<file path="src/rtl/alu_pkg.sv">
// alu_pkg: shared ALU select codes, ALUOp classes, R-type funct codes and MDU state encoding
package alu_pkg;
    localparam logic [3:0] SIG_ADD  = 4'd0;
    localparam logic [3:0] SIG_SUB  = 4'd1;
    localparam logic [3:0] SIG_AND  = 4'd2;
    localparam logic [3:0] SIG_OR   = 4'd3;
    localparam logic [3:0] SIG_NOR  = 4'd4;
    localparam logic [3:0] SIG_SLT  = 4'd5;
    localparam logic [3:0] SIG_SLL  = 4'd6;
    localparam logic [3:0] SIG_SRL  = 4'd7;
    localparam logic [3:0] SIG_MFHI = 4'd8;
    localparam logic [3:0] SIG_MFLO = 4'd9;
    localparam logic [3:0] SIG_MDU  = 4'd15;

    localparam logic [2:0] OP_MEM   = 3'b000;
    localparam logic [2:0] OP_BR    = 3'b001;
    localparam logic [2:0] OP_RTYPE = 3'b010;
    localparam logic [2:0] OP_ANDI  = 3'b011;
    localparam logic [2:0] OP_ORI   = 3'b100;
    localparam logic [2:0] OP_SLTI  = 3'b111;

    localparam logic [5:0] F_ADD   = 6'b100000;
    localparam logic [5:0] F_SUB   = 6'b100010;
    localparam logic [5:0] F_AND   = 6'b100100;
    localparam logic [5:0] F_OR    = 6'b100101;
    localparam logic [5:0] F_NOR   = 6'b100111;
    localparam logic [5:0] F_SLT   = 6'b101010;
    localparam logic [5:0] F_SLL   = 6'b000000;
    localparam logic [5:0] F_SRL   = 6'b000010;
    localparam logic [5:0] F_MFHI  = 6'b010000;
    localparam logic [5:0] F_MFLO  = 6'b010010;
    localparam logic [5:0] F_MULT  = 6'b011000;
    localparam logic [5:0] F_MULTU = 6'b011001;
    localparam logic [5:0] F_DIV   = 6'b011010;
    localparam logic [5:0] F_DIVU  = 6'b011011;

    typedef enum logic [1:0] {S_IDLE, S_MUL, S_DIV} mdu_state_t;
endpackage

</file>
<file path="src/rtl/mdu_iter.sv">
// mdu_iter: one-bit-per-cycle shift-add multiply / restoring divide on unsigned magnitudes
// ports: clk, rst_n; load/div/a/b capture a new op; step advances one iteration;
//        nxt is the accumulator value the next step will hold ({hi,lo} or {rem,quot})
module mdu_iter #(
    parameter int WIDTH = 32
) (
    input  logic               clk,
    input  logic               rst_n,
    input  logic               load,
    input  logic               div,
    input  logic [WIDTH-1:0]   a,
    input  logic [WIDTH-1:0]   b,
    input  logic               step,
    output logic [2*WIDTH-1:0] nxt
);
    logic               mode;
    logic [WIDTH-1:0]   m;
    logic [2*WIDTH-1:0] acc;
    logic [WIDTH:0]     sum, sh;
    logic [WIDTH-1:0]   diff;
    logic               ge;
    // multiply: multiplier sits in the low half and shifts out as the product shifts in
    assign sum  = {1'b0, acc[2*WIDTH-1:WIDTH]} + (acc[0] ? {1'b0, m} : '0);
    // divide: {rem, quot} shifts left, dividend bits enter the partial remainder
    assign sh   = acc[2*WIDTH-1:WIDTH-1];
    assign ge   = sh >= {1'b0, m};
    assign diff = ge ? WIDTH'(sh - {1'b0, m}) : sh[WIDTH-1:0];
    assign nxt  = mode ? {diff, acc[WIDTH-2:0], ge} : {sum, acc[WIDTH-1:1]};
    always_ff @(posedge clk or negedge rst_n) begin
        if (!rst_n) begin
            mode <= 1'b0;
            m    <= '0;
            acc  <= '0;
        end else if (load) begin
            mode <= div;
            m    <= div ? b : a;
            acc  <= {{WIDTH{1'b0}}, div ? a : b};
        end else if (step) begin
            acc  <= nxt;
        end
    end
endmodule

</file>
<file path="src/rtl/alu_control_mdu.sv">
// alu_control_mdu: ALU control decode plus iterative multiply/divide unit with HI/LO
// ports: clk, rst_n (async low); valid_in/funct/ALUOp/opA/opB from EX; flush aborts MDU op;
//        ALUsignal/illegal registered decode; stall while MDU busy; hi/lo registers; md_done pulse
module alu_control_mdu
    import alu_pkg::*;
#(
    parameter int WIDTH = 32,
    parameter int OPW   = 3,
    parameter int SIGW  = 4
) (
    input  logic             clk,
    input  logic             rst_n,
    input  logic             valid_in,
    input  logic             flush,
    input  logic [5:0]       funct,
    input  logic [OPW-1:0]   ALUOp,
    input  logic [WIDTH-1:0] opA,
    input  logic [WIDTH-1:0] opB,
    output logic [SIGW-1:0]  ALUsignal,
    output logic             illegal,
    output logic             stall,
    output logic [WIDTH-1:0] hi,
    output logic [WIDTH-1:0] lo,
    output logic             md_done
);
    localparam int CW = $clog2(WIDTH) + 1;
    mdu_state_t         state, state_n;
    logic [CW-1:0]      cnt;
    logic [3:0]         sig;
    logic               ill, md, neg_q, neg_r;
    logic               accept, start, dz, last, md_div, md_signed;
    logic [WIDTH-1:0]   a_mag, b_mag, q_res, r_res;
    logic [2*WIDTH-1:0] nxt, p_res;
    assign stall     = state != S_IDLE;
    assign accept    = valid_in & ~stall;
    assign md_div    = funct[1];
    assign md_signed = ~funct[0];
    assign start     = accept & md & ~flush;
    assign dz        = md_div & (opB == '0);
    assign last      = cnt == CW'(WIDTH - 1);
    assign a_mag     = (md_signed & opA[WIDTH-1]) ? -opA : opA;
    assign b_mag     = (md_signed & opB[WIDTH-1]) ? -opB : opB;
    // neg_q doubles as the product sign for multiplies
    assign p_res     = neg_q ? -nxt : nxt;
    assign q_res     = neg_q ? -nxt[WIDTH-1:0] : nxt[WIDTH-1:0];
    assign r_res     = neg_r ? -nxt[2*WIDTH-1:WIDTH] : nxt[2*WIDTH-1:WIDTH];

    mdu_iter #(.WIDTH(WIDTH)) u_iter (
        .clk  (clk),
        .rst_n(rst_n),
        .load (start & ~dz),
        .div  (md_div),
        .a    (a_mag),
        .b    (b_mag),
        .step (stall),
        .nxt  (nxt)
    );

    always_comb begin
        sig = SIG_ADD;
        ill = 1'b0;
        md  = 1'b0;
        case (ALUOp)
            OPW'(OP_MEM):  sig = SIG_ADD;
            OPW'(OP_BR):   sig = SIG_SUB;
            OPW'(OP_ANDI): sig = SIG_AND;
            OPW'(OP_ORI):  sig = SIG_OR;
            OPW'(OP_SLTI): sig = SIG_SLT;
            OPW'(OP_RTYPE):
                case (funct)
                    F_ADD:  sig = SIG_ADD;
                    F_SUB:  sig = SIG_SUB;
                    F_AND:  sig = SIG_AND;
                    F_OR:   sig = SIG_OR;
                    F_NOR:  sig = SIG_NOR;
                    F_SLT:  sig = SIG_SLT;
                    F_SLL:  sig = SIG_SLL;
                    F_SRL:  sig = SIG_SRL;
                    F_MFHI: sig = SIG_MFHI;
                    F_MFLO: sig = SIG_MFLO;
                    F_MULT, F_MULTU, F_DIV, F_DIVU: begin
                        sig = SIG_MDU;
                        md  = 1'b1;
                    end
                    default: ill = 1'b1;
                endcase
            default: ill = 1'b1;
        endcase
    end

    // divide-by-zero never leaves IDLE; it is answered directly at the accept edge
    always_comb begin
        state_n = flush ? S_IDLE :
                  (start & ~dz) ? (md_div ? S_DIV : S_MUL) :
                  (stall & last) ? S_IDLE : state;
    end

    always_ff @(posedge clk or negedge rst_n) begin
        if (!rst_n) state <= S_IDLE;
        else        state <= state_n;
    end

    always_ff @(posedge clk or negedge rst_n) begin
        if (!rst_n) begin
            ALUsignal <= '0;
            illegal   <= 1'b0;
            cnt       <= '0;
            neg_q     <= 1'b0;
            neg_r     <= 1'b0;
            md_done   <= 1'b0;
            hi        <= '0;
            lo        <= '0;
        end else begin
            if (accept) begin
                ALUsignal <= SIGW'(sig);
                illegal   <= ill;
            end
            if (start) begin
                cnt   <= '0;
                neg_q <= md_signed & (opA[WIDTH-1] ^ opB[WIDTH-1]);
                neg_r <= md_signed & opA[WIDTH-1];
            end else if (stall) begin
                cnt   <= cnt + CW'(1);
            end
            md_done <= (start & dz) | (stall & last & ~flush);
            if (start & dz) begin
                hi <= opA;
                lo <= '1;
            end else if (stall & last & ~flush) begin
                hi <= (state == S_DIV) ? r_res : p_res[2*WIDTH-1:WIDTH];
                lo <= (state == S_DIV) ? q_res : p_res[WIDTH-1:0];
            end
        end
    end
endmodule
</file>
<file path="config.mk">
export PLATFORM = sky130hd
export DESIGN_NAME = alu_control_mdu
export DESIGN_NICKNAME = d
export VERILOG_FILES = /design/src/rtl/alu_pkg.sv /design/src/rtl/mdu_iter.sv /design/src/rtl/alu_control_mdu.sv
export SDC_FILE = /design/constraint.sdc
export NUM_CORES = 1
export LEC_CHECK = 0
export ABC_AREA = 1
export BUFFER_PORTS_ARGS = -buffer_cell sky130_fd_sc_hd__buf_2
export CAP_MARGIN = 20
export CORE_UTILIZATION = 45
export DETAILED_ROUTE_END_ITERATION = 12
export PLACE_DENSITY = 0.7
export SLEW_MARGIN = 0
export SYNTH_ARGS = -nofsm -noshare
export SYNTH_HDL_FRONTEND = slang
export SYNTH_SLANG_ARGS = --single-unit
</file>
<file path="constraint.sdc">
create_clock -name clk -period 7.9 [get_ports clk]
set_input_delay 0.395 -clock clk [delete_from_list [all_inputs] [get_ports clk]]
set_output_delay 0.395 -clock clk [all_outputs]
set_load 0.1 [all_outputs]
</file>
## Word-level counts from Yosys, hierarchy flattened

Cells that the tools add are included.

| storage, ports and cells | value |
|---|---|
| logic and storage cells | 99 |
| output and inout bits | 71 |
| flip-flop bits (word level) | 177 |
| bits of input ports | 77 |

| cells by class | value |
|---|---|
| bitwise gates (word level) | 17 |
| reduce and logical (&&, ||, !) cells | 11 |
| eq/ne operators | 20 |
| $lt $le $gt $ge | 1 |
| add/sub/neg operators | 8 |
| muxes and demuxes | 30 |

Operator list:

| operator | count |
|---|---|
| 32-bit 2-to-1 mux | 14 |
| 64-bit 2-to-1 mux | 4 |
| 32-bit negator | 4 |
| 64-bit negator | 1 |
| 6-bit by 5-bit equality test with 1-bit output (second input constant) | 7 |
| 4-bit case mux with 10 select lines | 1 |
| 6-bit equality test (second input constant) | 6 |
| 32-bit by 32-bit adder with 33-bit output | 1 |
| 33-bit by 32-bit greater-or-equal comparator with 1-bit output | 1 |
| 32-bit zero test | 1 |
| 32-bit subtractor | 1 |
| 4-bit case mux with 5 select lines | 1 |
| 14-bit OR reduction | 1 |
| 6-bit 2-to-1 mux | 2 |
| 1-bit AND | 11 |
| 2-bit 2-to-1 mux | 4 |
| 2-bit nonzero test | 4 |
| 6-bit by 1-bit adder with 6-bit output (second input constant) | 1 |
| 3-bit by 2-bit equality test with 1-bit output (second input constant) | 2 |
| 3-bit equality test (second input constant) | 2 |
| 6-bit by 2-bit equality test with 1-bit output (second input constant) | 1 |
| 6-bit zero test | 1 |
| 5-bit OR reduction | 1 |
| 1-bit inverter | 4 |
| 9 further kinds | 11 |

## Longest topological paths before layout

| depth | value |
|---|---|
| word-level depth | 9 |
| depth in mapped cells | 31 |
| gate-level depth less buffers | 30 |

## Modules after synthesis

Synthesis repeated with hierarchy kept, for this count alone.

| unflattened totals | value |
|---|---|
| cell total of the unflattened synthesis | 3,072 |
| area, all modules | 18,208.7 um^2 |

By module, submodules not included:

| module | sequential area each (um^2) | cells an instance | area each (um^2) | times used |
|---|---|---|---|---|
| mdu_iter | 2,427.3 | 1,753 | 10,416.2 | 1 |
| alu_control_mdu | 2,001.9 | 1,319 | 7,792.5 | 1 |

## Worst setup path before layout

No wires, ideal clock.

| timing path | value |
|---|---|
| kind | reg-to-reg |
| start | register u_iter.acc[59] |
| end | register hi[8] |
| setup slack | 4,353 ps |
| setup time | 121 ps |
| arrival | 3,426 ps |
| stages on the path, launching flop included | 27 |
| path buffers | 1 |
| data required time | 7,779 ps |
| cells stage by stage | dfrtp_1 > ha_1 > nand2_1 > inv_2 > nand2_1 > nand2_1 > a21oi_1 > nand2_2 > nor2_4 > buf_6 > nand3_1 > nand2_1 > ha_1 > inv_1 > nor3_1 > nand3_1 > nor2_4 > nand4_2 > nor2_2 > nand4_1 > nand3b_1 > a21oi_1 > nor2_1 > nand2_1 > nand2_1 > o21bai_1 > nand2_1 |

| on the way | value |
|---|---|
| cells in the longest elaborated chain, start to end | 8 |
| elaborated cells on any way between the ends | 10 |

RTL lines:

| item | line | text |
|---|---|---|
| from (decl) | mdu_iter.sv:18 | `logic [2*WIDTH-1:0] acc;` |
| from (signal assigned) | mdu_iter.sv:37 | `acc <= {{WIDTH{1'b0}}, div ? a : b};` |
| from (signal assigned) | mdu_iter.sv:39 | `acc <= nxt;` |
| 33-bit by 32-bit greater-or-equal comparator with 1-bit output (*) | mdu_iter.sv:26 | `assign ge = sh >= {1'b0, m};` |
| 32-bit 2-to-1 mux | mdu_iter.sv:27 | `assign diff = ge ? WIDTH'(sh - {1'b0, m}) : sh[WIDTH-1:0];` |
| 64-bit 2-to-1 mux (*) | mdu_iter.sv:28 | `assign nxt = mode ? {diff, acc[WIDTH-2:0], ge} : {sum, acc[WIDTH-1:1]};` |
| 64-bit negator / 32-bit negator (equally long branches) | alu_control_mdu.sv:44, alu_control_mdu.sv:46 |  |
| 64-bit 2-to-1 mux / 32-bit 2-to-1 mux (equally long branches) | alu_control_mdu.sv:44, alu_control_mdu.sv:46 |  |
| 32-bit 2-to-1 mux (*) | alu_control_mdu.sv:130 | `hi <= (state == S_DIV) ? r_res : p_res[2*WIDTH-1:WIDTH];` |
| 32-bit 2-to-1 mux (*) | alu_control_mdu.sv:129 | `end else if (stall & last & ~flush) begin` |
| 32-bit 2-to-1 mux (*) | alu_control_mdu.sv:126 | `if (start & dz) begin` |
| to (signal assigned) | alu_control_mdu.sv:127 | `hi <= opA;` |
| to (signal assigned) | alu_control_mdu.sv:130 |  |
| to (decl) | alu_control_mdu.sv:22 | `output logic [WIDTH-1:0] hi,` |

Mark *: on every way between the ends. The rest lies on a longest branch, timed or not. The select of a mux whose other input is x is not followed.
A chain may end at the register's enable or synchronous reset.

## Final worst setup path

| timing path | value |
|---|---|
| start | register u_iter.m[20] |
| end | register hi[8] |

| on the way | value |
|---|---|
| cells in the longest elaborated chain, start to end | 8 |
| elaborated cells on any way between the ends | 10 |

RTL lines:

| item | line | text |
|---|---|---|
| from (decl) | mdu_iter.sv:17 | `logic [WIDTH-1:0] m;` |
| from (signal assigned) | mdu_iter.sv:36 | `m <= div ? b : a;` |
| 33-bit by 32-bit greater-or-equal comparator with 1-bit output (*) | mdu_iter.sv:26 |  |
| 32-bit 2-to-1 mux | mdu_iter.sv:27 |  |
| 64-bit 2-to-1 mux (*) | mdu_iter.sv:28 |  |
| 64-bit negator / 32-bit negator (equally long branches) | alu_control_mdu.sv:44, alu_control_mdu.sv:46 |  |
| 64-bit 2-to-1 mux / 32-bit 2-to-1 mux (equally long branches) | alu_control_mdu.sv:44, alu_control_mdu.sv:46 |  |
| 32-bit 2-to-1 mux (*) | alu_control_mdu.sv:130 |  |
| 32-bit 2-to-1 mux (*) | alu_control_mdu.sv:129 |  |
| 32-bit 2-to-1 mux (*) | alu_control_mdu.sv:126 |  |

Marked as above.

==> run_results.csv <==
group,metric,value,unit
sta,tightestPinTransition,1.062,ns
placement,place_hpwl,68.18,mm
final_layout,layout.nets,3259,
critical_path,critPathLaunch,"u_iter.m[20]",
clock_network,clkSlewWorstSetupHoldPaths,0.07,ns
detailed_routing,num_vias,21334,
critical_path,crit_fanout,38,
clock_network,root_buffer,"clkbuf_16",
sta,grt_setup_unrepaired,"no",
clock_network,cts_buffer_depth,2,
critical_path,r2r_start,"u_iter.m[20]",
final_layout,final_area,0.01998,mm2
global_route,grt_max_degree,109,
final_layout,area.growth.synth_to_final,9.175,%
power_and_ir_drop,ir_worst_vdd,0.0002001,V
final_layout,final_core_util,50.06,%
clock_network,cts.sink_count,177,
critical_path,arrival,5.50,ns
global_route,gr-total-overflow,0,
sta,setup_viol,0,
synthesis,synth_nets,3169,
floorplan,ios,148,
critical_path,path_buf_inv,4,
floorplan,fp-row-count,73,
sta,finalSetupTns,0,ns
clock_network,post_cts_buffers,0,
detailed_routing,antenna_left,0,
worst_hold_path,hold_path_class,"in2async",
floorplan,dieWidth,203.7,um
critical_path,crit_path_frequent_cell,"nand2_1",
global_route,grt_use_total,40.97,%
synthesis,ys_types,59,
detailed_routing,drc_errors,0,
synthesis,synth_area,0.01830,mm2
clock_network,h-tree-depth,4,
placement,place_inst,3616,
synthesis,yosysSeqAreaShare,24.20,%
global_route,grt_pass1_wl,124.6,mm
critical_path,cp_slowest_cell,"buf_4",
detailed_routing,drtIter0Drc,2771,
floorplan,die_y,203.7,um
final_layout,stdcell_count,3649,
power_and_ir_drop,p_leak,10.68,nW
critical_path,worstSetupPathType,"reg2reg",
clock_network,clk-insertion-delay-late,0.50,ns
clock_network,numCtsBuffers,17,
floorplan,dieArea,0.04148,mm2
global_route,antenna_found_initial,5,
critical_path,critPathMaxStageDelay,0.44,ns
global_route,grt_pass1_vias,20041,
power_and_ir_drop,power.density,276.2,mW/mm2
synthesis,yosysWarnings,0,
critical_path,startpoint_type,"register",
floorplan,design.core.area,0.03991,mm2
sta,slew_headroom,29.02,%
detailed_routing,avgRoutedWirePerCell,23.28,um
synthesis,syn_inst,3021,
detailed_routing,wl,84.94,mm
final_layout,drive_gt1_share,10.05,%
synthesis,yosys_register_bits,177,
placement,portBuffers,147,
critical_path,cp-end-kind,"register",
sta,min_period_over_period,64.78,%
clock_network,postCtsHoldBufs,0,
clock_network,cts_tree,"done",
critical_path,crit_family,"simple AND/OR/NAND/NOR gates",
detailed_routing,viasPerCell,5.847,
run_status,status,"finished clean",
floorplan,initial_core_util,45.85,%
sta,slew_viol_final,0,
sta,fin_skew,0.01649,ns
synthesis,syn_avg_cell_area,6.058,um2
final_layout,diodes,0,
clock_network,postCtsResizedCells,0,
sta,finalHoldViolCount,0,
critical_path,cp.required,8.28,ns
sta,fmax,195.4,MHz
placement,place_congestion,1.110,
placement,placedInstanceArea,0.01938,mm2
detailed_routing,first_pass_iters,6,
sta,holdWs,0.01737,ns
job,maxCapViolCount,0,
sta,finalCriticalPeriod,5.118,ns
flip-flops by register name, summed over array words and instances (netlist names):
register / cells
illegal: 1
u_iter.mode: 1
ALUsignal: 4
lo: 32
u_iter.acc: 64
state: 2
md_done: 1
neg_r: 1
u_iter.m: 32
neg_q: 1
hi: 32
cnt: 6
stage by stage:
| stage | worst slack [ns] | power, mW |
|---|---|---|
| after floorplan | 4.353 | 3.327 |
| after global placement | 2.986 | 4.491 |
| after detailed placement | 2.959 | 4.494 |
| after CTS | 2.917 | 5.401 |
| after global routing | 2.566 | 5.809 |
| final | 2.782 | 5.519 |
metal layers:
layer / track usage [%] / share of wire, % / vias up / wire, um
met5: 0 / 0.058 / - / 49
met4: 26.10 / 7.1 / 8 / 6017
met3: 8.805 / 9.7 / 294 / 8243
met2: 63.80 / 44 / 1242 / 37170
met1: 51.28 / 39 / 9903 / 33470
li1: - / - / 9887 / -
worst paths after layout:
kind,end,slack [ns],cells past startpoint
max,hi[8],2.78,27
min,u_iter.m[26],0.02,1
max reg2reg,hi[8],2.78,27
min reg2reg,hi[6],0.48,2
max in group asynchronous,lo[21],6.67,3
min in group clk,ALUsignal[0],0.22,3
worst reg2reg max path, stage by stage (launching register included):
cell and delay [ns]:
dfrtp_1 0.38, inv_1 0.20, ha_1 0.37, nand2_1 0.16, inv_1 0.05, nand2_1 0.07
nand2_1 0.11, nand2_1 0.14, a21oi_2 0.09, nor2_4 0.10, buf_4 0.44, nand3_1 0.26
nand2_1 0.29, ha_1 0.19, inv_1 0.06, nor3_1 0.25, nand3_1 0.19, nor2_4 0.15
nand4_2 0.13, nor2_2 0.18, nand4_1 0.28, nand3b_1 0.26, a21oi_1 0.23, nor2_1 0.10
nand2_1 0.07, nand2_1 0.05, o21bai_1 0.15, nand2_1 0.06
synth_stat cells, drive strengths merged:
cell type	number	area [um2]
o31ai	3	22.52
a21o	4	30.03
a32oi	7	61.31
fa	2	40.04
a21oi	111	570.5
buf	45	290.3
nand3b	18	135.1
nand2	959	3665
a41oi	1	8.760
o21a	1	7.510
o32ai	1	8.760
nand4	52	365.3
or2	13	81.32
or3	1	6.260
nor2b	1	8.760
inv	451	1695
a31oi	16	100.1
xor2	75	656.9
o221ai	31	271.5
o22ai	44	275.3
nor4	11	75.07
clkbuf	53	198.9
xnor2	31	271.5
a2bb2oi	2	17.52
o21bai	9	67.56
o21ai	200	1016
o211ai	11	82.58
o22a	1	8.760
nor3b	1	7.510
o2111ai	1	8.760
nor3	33	185.2
nand3	239	1294
dfrtp	177	4429
a22o	1	8.760
nor2	340	1435
a21boi	1	7.510
clkinv	4	15.01
ha	69	863.3
o41ai	1	8.760
layout make-up:
type | instances | area [um2]
flip-flops and latches | 177 | 4433
repair buffers | 169 | 929.6
well taps | 525 | 656.9
clock inverters | 14 | 143.9
clock buffers | 18 | 429.2
inverters | 455 | 1710
fillers | 4264 | 19930
multi-input cells | 2291 | 11680
placed cells by master, fill, tap and decap left out, types with 18 or more instances in the layout:
cell / n
nand2_1: 939
inv_1: 431
nor2_1: 310
nand3_1: 224
o21ai_0: 179
dfrtp_1: 176
buf_2: 146
a21oi_1: 107
xor2_1: 75
ha_1: 69
nand4_1: 47
o22ai_1: 44
xnor2_1: 31
o221ai_1: 31
nor3_1: 29
buf_4: 21
inv_2: 19
nand3b_1: 18
kinds of logic (layout without fill, tap and decap cells):
logic type	after synthesis	count (layout)	share of synthesized area (%)
AND/OR/NAND/NOR	1668	1668	39.66
buffers and inverters	553	656	12.02
XOR/XNOR	106	106	5.073
adder cells (fa/ha/maj)	71	71	4.936
AO/OA/AOI/OAI	446	446	14.11
flip-flops	177	177	24.20
power by group:
| group | switching, mW | internal (mW) |
|---|---|---|
| Clock | 0.454 | 0.445 |
| Sequential | 0.111 | 1.02 |
| Combinational | 2.58 | 0.912 |
| Total | 3.15 | 2.37 |
(Power assumes the default switching activity.)
